[src/rtl/mat2x2_pkg.sv]
// Shared types and field layout for the 2x2 matrix-multiply job scheduler.
package mat2x2_pkg;

  localparam int unsigned OP_W      = 8;
  localparam int unsigned RES_W     = 17;
  localparam int unsigned OPS_W     = 8 * OP_W;
  localparam int unsigned RES_BUS_W = 4 * RES_W;
  localparam int unsigned CNT_W     = 8;

  // Operand word layout {b11,b10,b01,b00,a11,a10,a01,a00}
  localparam int unsigned A00_LSB = 0;
  localparam int unsigned A01_LSB = 8;
  localparam int unsigned A10_LSB = 16;
  localparam int unsigned A11_LSB = 24;
  localparam int unsigned B00_LSB = 32;
  localparam int unsigned B01_LSB = 40;
  localparam int unsigned B10_LSB = 48;
  localparam int unsigned B11_LSB = 56;

  // Result word layout {c3,c2,c1,c0}
  localparam int unsigned C0_LSB = 0;
  localparam int unsigned C1_LSB = 17;
  localparam int unsigned C2_LSB = 34;
  localparam int unsigned C3_LSB = 51;

  typedef enum logic [1:0] {
    ST_IDLE  = 2'd0,
    ST_ISSUE = 2'd1,
    ST_WAIT  = 2'd2,
    ST_RESP  = 2'd3
  } state_e;

endpackage

[src/rtl/rr_arb2.sv]
// Two-requester round-robin arbiter; the pointer flips away from the winner on each grant.
module rr_arb2 (
  input  logic       clk,
  input  logic       rst,
  input  logic [1:0] req,
  input  logic       advance,
  output logic       gnt_idx_c,
  output logic       gnt_any_c
);

  logic ptr_q, ptr_d;

  always_comb begin
    gnt_any_c = |req;
    gnt_idx_c = req[ptr_q] ? ptr_q : ~ptr_q;
    ptr_d     = advance ? ~gnt_idx_c : ptr_q;
  end

  always_ff @(posedge clk or posedge rst) begin
    if (rst) ptr_q <= 1'b0;
    else     ptr_q <= ptr_d;
  end

endmodule

[src/rtl/mat2x2_job_sched.sv]
// Schedules 2x2 multiply jobs from two requesters onto one external engine,
// with round-robin grant, done-edge detection and a WAIT timeout.
module mat2x2_job_sched
  import mat2x2_pkg::*;
#(
  parameter int unsigned TIMEOUT = 15
) (
  input  logic                 clk,
  input  logic                 rst,
  input  logic [1:0]           req_valid,
  output logic [1:0]           req_ready,
  input  logic [OPS_W-1:0]     req_op0,
  input  logic [OPS_W-1:0]     req_op1,
  output logic [1:0]           rsp_valid,
  input  logic [1:0]           rsp_ready,
  output logic [RES_BUS_W-1:0] rsp_res,
  output logic                 rsp_err,
  output logic                 eng_start,
  output logic [OP_W-1:0]      eng_a00,
  output logic [OP_W-1:0]      eng_a01,
  output logic [OP_W-1:0]      eng_a10,
  output logic [OP_W-1:0]      eng_a11,
  output logic [OP_W-1:0]      eng_b00,
  output logic [OP_W-1:0]      eng_b01,
  output logic [OP_W-1:0]      eng_b10,
  output logic [OP_W-1:0]      eng_b11,
  input  logic [RES_W-1:0]     eng_c0,
  input  logic [RES_W-1:0]     eng_c1,
  input  logic [RES_W-1:0]     eng_c2,
  input  logic [RES_W-1:0]     eng_c3,
  input  logic                 eng_done
);

  state_e               state_q, state_d;
  logic                 gnt_q, gnt_d;
  logic [OPS_W-1:0]     ops_q, ops_d;
  logic                 eng_start_q, eng_start_d;
  logic [CNT_W-1:0]     cnt_q, cnt_d;
  logic                 done_prev_q, done_prev_d;
  logic [1:0]           rsp_valid_q, rsp_valid_d;
  logic [RES_BUS_W-1:0] rsp_res_q, rsp_res_d;
  logic                 rsp_err_q, rsp_err_d;

  logic gnt_idx_c, gnt_any_c, grant_c, done_rise_c;

  rr_arb2 u_arb (
    .clk       (clk),
    .rst       (rst),
    .req       (req_valid),
    .advance   (grant_c),
    .gnt_idx_c (gnt_idx_c),
    .gnt_any_c (gnt_any_c)
  );

  // Ready is only offered in the IDLE cycle that makes the grant.
  assign grant_c     = (state_q == ST_IDLE) && gnt_any_c;
  assign req_ready   = grant_c ? (gnt_idx_c ? 2'b10 : 2'b01) : 2'b00;
  assign done_rise_c = eng_done && !done_prev_q;

  always_comb begin
    state_d     = state_q;
    gnt_d       = gnt_q;
    ops_d       = ops_q;
    eng_start_d = 1'b0;
    cnt_d       = cnt_q;
    done_prev_d = eng_done;
    rsp_valid_d = rsp_valid_q;
    rsp_res_d   = rsp_res_q;
    rsp_err_d   = rsp_err_q;
    case (state_q)
      ST_IDLE: begin
        if (grant_c) begin
          gnt_d       = gnt_idx_c;
          ops_d       = gnt_idx_c ? req_op1 : req_op0;
          eng_start_d = 1'b1;
          state_d     = ST_ISSUE;
        end
      end
      ST_ISSUE: begin
        cnt_d   = '0;
        state_d = ST_WAIT;
      end
      ST_WAIT: begin
        if (done_rise_c) begin
          rsp_res_d[C0_LSB +: RES_W] = eng_c0;
          rsp_res_d[C1_LSB +: RES_W] = eng_c1;
          rsp_res_d[C2_LSB +: RES_W] = eng_c2;
          rsp_res_d[C3_LSB +: RES_W] = eng_c3;
          rsp_err_d   = 1'b0;
          rsp_valid_d = gnt_q ? 2'b10 : 2'b01;
          state_d     = ST_RESP;
        end else if (cnt_q == CNT_W'(TIMEOUT - 1)) begin
          rsp_res_d   = '0;
          rsp_err_d   = 1'b1;
          rsp_valid_d = gnt_q ? 2'b10 : 2'b01;
          state_d     = ST_RESP;
        end else begin
          cnt_d = cnt_q + CNT_W'(1);
        end
      end
      ST_RESP: begin
        if ((rsp_valid_q & rsp_ready) != 2'b00) begin
          rsp_valid_d = 2'b00;
          state_d     = ST_IDLE;
        end
      end
      default: state_d = ST_IDLE;
    endcase
  end

  always_ff @(posedge clk or posedge rst) begin
    if (rst) begin
      state_q     <= ST_IDLE;
      gnt_q       <= 1'b0;
      ops_q       <= '0;
      eng_start_q <= 1'b0;
      cnt_q       <= '0;
      done_prev_q <= 1'b0;
      rsp_valid_q <= 2'b00;
      rsp_res_q   <= '0;
      rsp_err_q   <= 1'b0;
    end else begin
      state_q     <= state_d;
      gnt_q       <= gnt_d;
      ops_q       <= ops_d;
      eng_start_q <= eng_start_d;
      cnt_q       <= cnt_d;
      done_prev_q <= done_prev_d;
      rsp_valid_q <= rsp_valid_d;
      rsp_res_q   <= rsp_res_d;
      rsp_err_q   <= rsp_err_d;
    end
  end

  assign eng_start = eng_start_q;
  assign eng_a00   = ops_q[A00_LSB +: OP_W];
  assign eng_a01   = ops_q[A01_LSB +: OP_W];
  assign eng_a10   = ops_q[A10_LSB +: OP_W];
  assign eng_a11   = ops_q[A11_LSB +: OP_W];
  assign eng_b00   = ops_q[B00_LSB +: OP_W];
  assign eng_b01   = ops_q[B01_LSB +: OP_W];
  assign eng_b10   = ops_q[B10_LSB +: OP_W];
  assign eng_b11   = ops_q[B11_LSB +: OP_W];
  assign rsp_valid = rsp_valid_q;
  assign rsp_res   = rsp_res_q;
  assign rsp_err   = rsp_err_q;

endmodule

[config.mk]
export PLATFORM = sky130hd
export DESIGN_NAME = mat2x2_job_sched
export DESIGN_NICKNAME = d
export VERILOG_FILES = /design/src/rtl/mat2x2_pkg.sv /design/src/rtl/rr_arb2.sv /design/src/rtl/mat2x2_job_sched.sv
export SDC_FILE = /design/constraint.sdc
export NUM_CORES = 1
export LEC_CHECK = 0
export BUFFER_PORTS_ARGS = -buffer_cell sky130_fd_sc_hd__buf_2
export CORE_AREA = 2 2 133 135
export CTS_CLUSTER_SIZE = 12
export DETAILED_ROUTE_END_ITERATION = 7
export DIE_AREA = 0 0 135 137
export PLACE_DENSITY = 0.65
export SLEW_MARGIN = 20
export SYNTH_ARGS = -nofsm -noshare
export SYNTH_HDL_FRONTEND = slang
export SYNTH_SLANG_ARGS = --single-unit
[constraint.sdc]
create_clock -name clk -period 6.39 [get_ports clk]
set_input_delay 1.278 -clock clk [delete_from_list [all_inputs] [get_ports clk]]
set_output_delay 1.278 -clock clk [all_outputs]
set_load 0.01 [all_outputs]
==> flow_summary.yaml <==
status:
  outcome: "finished clean"
timing:
  period_minus_slack_ns: 3.75
  finalHoldViolCount: 0
  slew_headroom: 0.449
  drv_slew: 0
  fin_crit_sh: 0.588
  max_freq_mhz: 266
  setup-violations-final: 0
  worst_pin_slew_ns: 0.826
  skew_ns: 0.00907
  fin_setup_tns_ns: 0
  finalWorstSetupSlack_ns: 2.64
  rsz0062_at_grt: "no"
logic_synthesis:
  synth_nets: 667
  synth_edf_count: 0
  synth_flop_cell: "dfrtp_1"
  yosys_warnings: 0
  ys_ff_latch: 149
  synth_top_cell_by_area: "dfrtp_1"
  async_flop_share: 1.00
  syn_area_um2: 5850
  synth_top_area_frac: 0.637
  yosysSeqAreaShare: 0.637
  syn_avg_cell_area_um2: 12.8
  yosysUniqueCellTypes: 40
  synth_area_leaders: "dfrtp_1 64%, a222oi_1 11%, a22o_1 10%"
  syn_inst: 458
cts:
  h-tree-depth: 4
  cts_tree: "built"
  cts_buffers: 17
  cts_setup_buffers: 0
  cts_root_buf: "clkbuf_16"
  cts_buffer_depth: 2
  cts_resized: 0
  ctsHoldBuffers: 0
  path_clk_slew_ns: 0.06
  clk_latency_ns: 0.42
  cts_sinks: 149
worst_hold_path:
  hp-class: "reg -> reg"
  min_from: "rsp_res[49]$_DFFE_PP0P_"
  timing.hold.worst_endpoint: "rsp_res[49]$_DFFE_PP0P_"
  holdPathStages: 1
setup_path:
  r2r_end: "cnt_q[7]$_DFFE_PP0P_"
  cp_num_buf_inv: 3
  path_cells: "buf_2, nand2_1, a21oi_4, buf_4, buf_2"
  critPathMaxFanout: 66
  slowest_stage: "buf_4"
  cp_data_arrival_time_ns: 2.48
  crit_path_end_kind: "output port"
  cp_common_cell: "buf_2"
  r2r-start: "state_q[0]$_DFFE_PP0P_"
  critical_path_class: "in -> out"
  cp-start-kind: "input port"
  reg2reg_depth: 7
  reg2reg_slack_ns: 3.66
  crit_required_ns: 5.11
  crit_family: "buffers and inverters"
  max_stage_delay_ns: 0.57
floorplanning:
  rows: 48
  pin_count: 341
  die_x_um: 135
  initial_core_util: 0.343
  die_y_um: 137
  dieArea_um2: 18500
  fp.coreArea_um2: 17100
detailed_routing:
  drc_errors: 0
  drt-pass1-iter-count: 7
  drtAntennaViolNets: 0
  vias_per_cell: 5.13
  drtIter0Drc: 441
  wirelength_mm: 18.3
  wl_per_cell_um: 17.9
  via_count: 5252
global_route:
  grt_util_all_layers: 0.189
  top_usage_layer: "met2"
  grt_pass1_vias: 4970
  use_met1: 0.238
  grt_max_degree: 92
  grt.met3_usage: 0.0752
  met2_usage: 0.301
  overflow: 0
  grt_pass1_wl_mm: 27.2
  grt_antenna_before_repair: 3
finish:
  seq_area_um2: 3730
  nNetsFinal: 994
  area_growth_pct: 43.1
  drive_gt1_frac: 0.484
  multi_input_area_um2: 1760
  fillers: 1583
power_and_ir_drop:
  power_frac_seq: 0.382
  p_comb_frac: 0.377
  ir_drop_v: 0.000212
  power.share.switching: 0.353
  leakage_nw: 4.72
  p_int_mw: 2.70
  clkPwrFrac: 0.241
  powerDensity_nw_per_um2: 499
  p_sw_mw: 1.47
placed_design:
  gp_congestion: 0.777
  dpl_worst_slack_ns: 2.62
  portBuffers: 340
  hpwl_mm: 12.9
run:
  max-cap-violations: 0
## layout make-up
cell class	count	share of cell area
Sequential cell	149	0.445
Multi-Input combinational cell	200	0.210
Timing Repair Buffer	346	0.209
Clock buffer	20	0.0533
Tap cell	225	0.0336
Inverter	71	0.0324
Clock inverter	12	0.0172
Antenna cell	1	0.000299
## cell families after synthesis
logic type / Yosys count / share of synthesized area
compound gates: 160 / 0.244
flops: 149 / 0.637
buf+inv: 109 / 0.0716
simple gates: 31 / 0.0293
fa+ha+maj: 6 / 0.0128
xor+xnor: 2 / 0.00299
mux: 1 / 0.00192
## worst max path at each step
stage	slack, ns	cells past startpoint	to	start
after floorplan	1.10	1	cnt_q[0]$_DFFE_PP0P_	rst
after detailed placement	2.62	5	req_ready[1]	req_valid[1]
after global placement	2.62	5	req_ready[1]	req_valid[1]
after CTS	2.62	5	req_ready[1]	req_valid[1]
after global routing	2.55	5	req_ready[1]	req_valid[1]
final	2.64	5	req_ready[1]	req_valid[1]
## state kept, by name, summed over array words and instances (netlist names)
signal	flops
done_prev_q	1
gnt_q	1
u_arb.ptr_q	1
rsp_valid	2
eng_start	1
state_q	2
cnt_q	8
rsp_err	1
rsp_res	68
ops_q	64
## per-stage QoR
stage	cells	util	hold slack (ns)	total power [mW]	cell area [um^2]
finish	1024	0.491	0.491	4.18	8380
global route	1023	0.491	0.503	4.45	8370
CTS	1023	0.491	0.498	4.22	8370
detailed placement	991	0.456	0.477	3.19	7780
global placement	991	0.456	0.477	3.17	7780
floorplan	458	-	0.487	2.52	5850
## metal layers
layer	wire length [um]	share of wire	vias to the layer above
li1	-	-	2414
met1	7320	0.40	2529
met2	8670	0.47	285
met3	2060	0.11	22
met4	274	0.015	2
met5	13	0.00071	-
## power by group through the flow
| stage | registers [mW] | logic, mW | clock network [mW] |
|---|---|---|---|
| 6_report | 1.60 | 1.57 | 1.01 |
| 5_1_grt | 1.65 | 1.74 | 1.07 |
| 4_1_cts | 1.59 | 1.60 | 1.03 |
| 3_5_place_dp | 1.60 | 1.59 | 0 |
| 3_3_place_gp | 1.60 | 1.57 | 0 |
| 2_1_floorplan | 1.78 | 0.736 | 0 |
## placed cells by master (no fill, tap or decap), drive strengths merged, types with 2 or more instances in the layout
master    synthesis  final
buf               7    346
dfrtp           149    149
inv              71     76
a22o             69     69
a222oi           64     64
clkbuf           31     20
nor2              8      8
nand2             8      8
a21oi             7      7
ha                6      6
o21ai             4      4
nor2b             3      3
clkinv            0      3
nor3              2      2
o211ai            2      2
o2bb2ai           2      2
or3               2      2
clkinvlp          0      2
bufinv            0      2
a31oi             2      2
## synth_stat cells (3+ instances only)
library cell,number
a222oi_1,64
inv_1,71
buf_1,4
nand2_1,8
nor2_1,8
ha_1,6
dfrtp_1,149
nor2b_1,3
a21oi_1,7
clkbuf_1,31
o21ai_0,4
a22o_1,69
No activity file was read; power rests on OpenSTA's default activity.
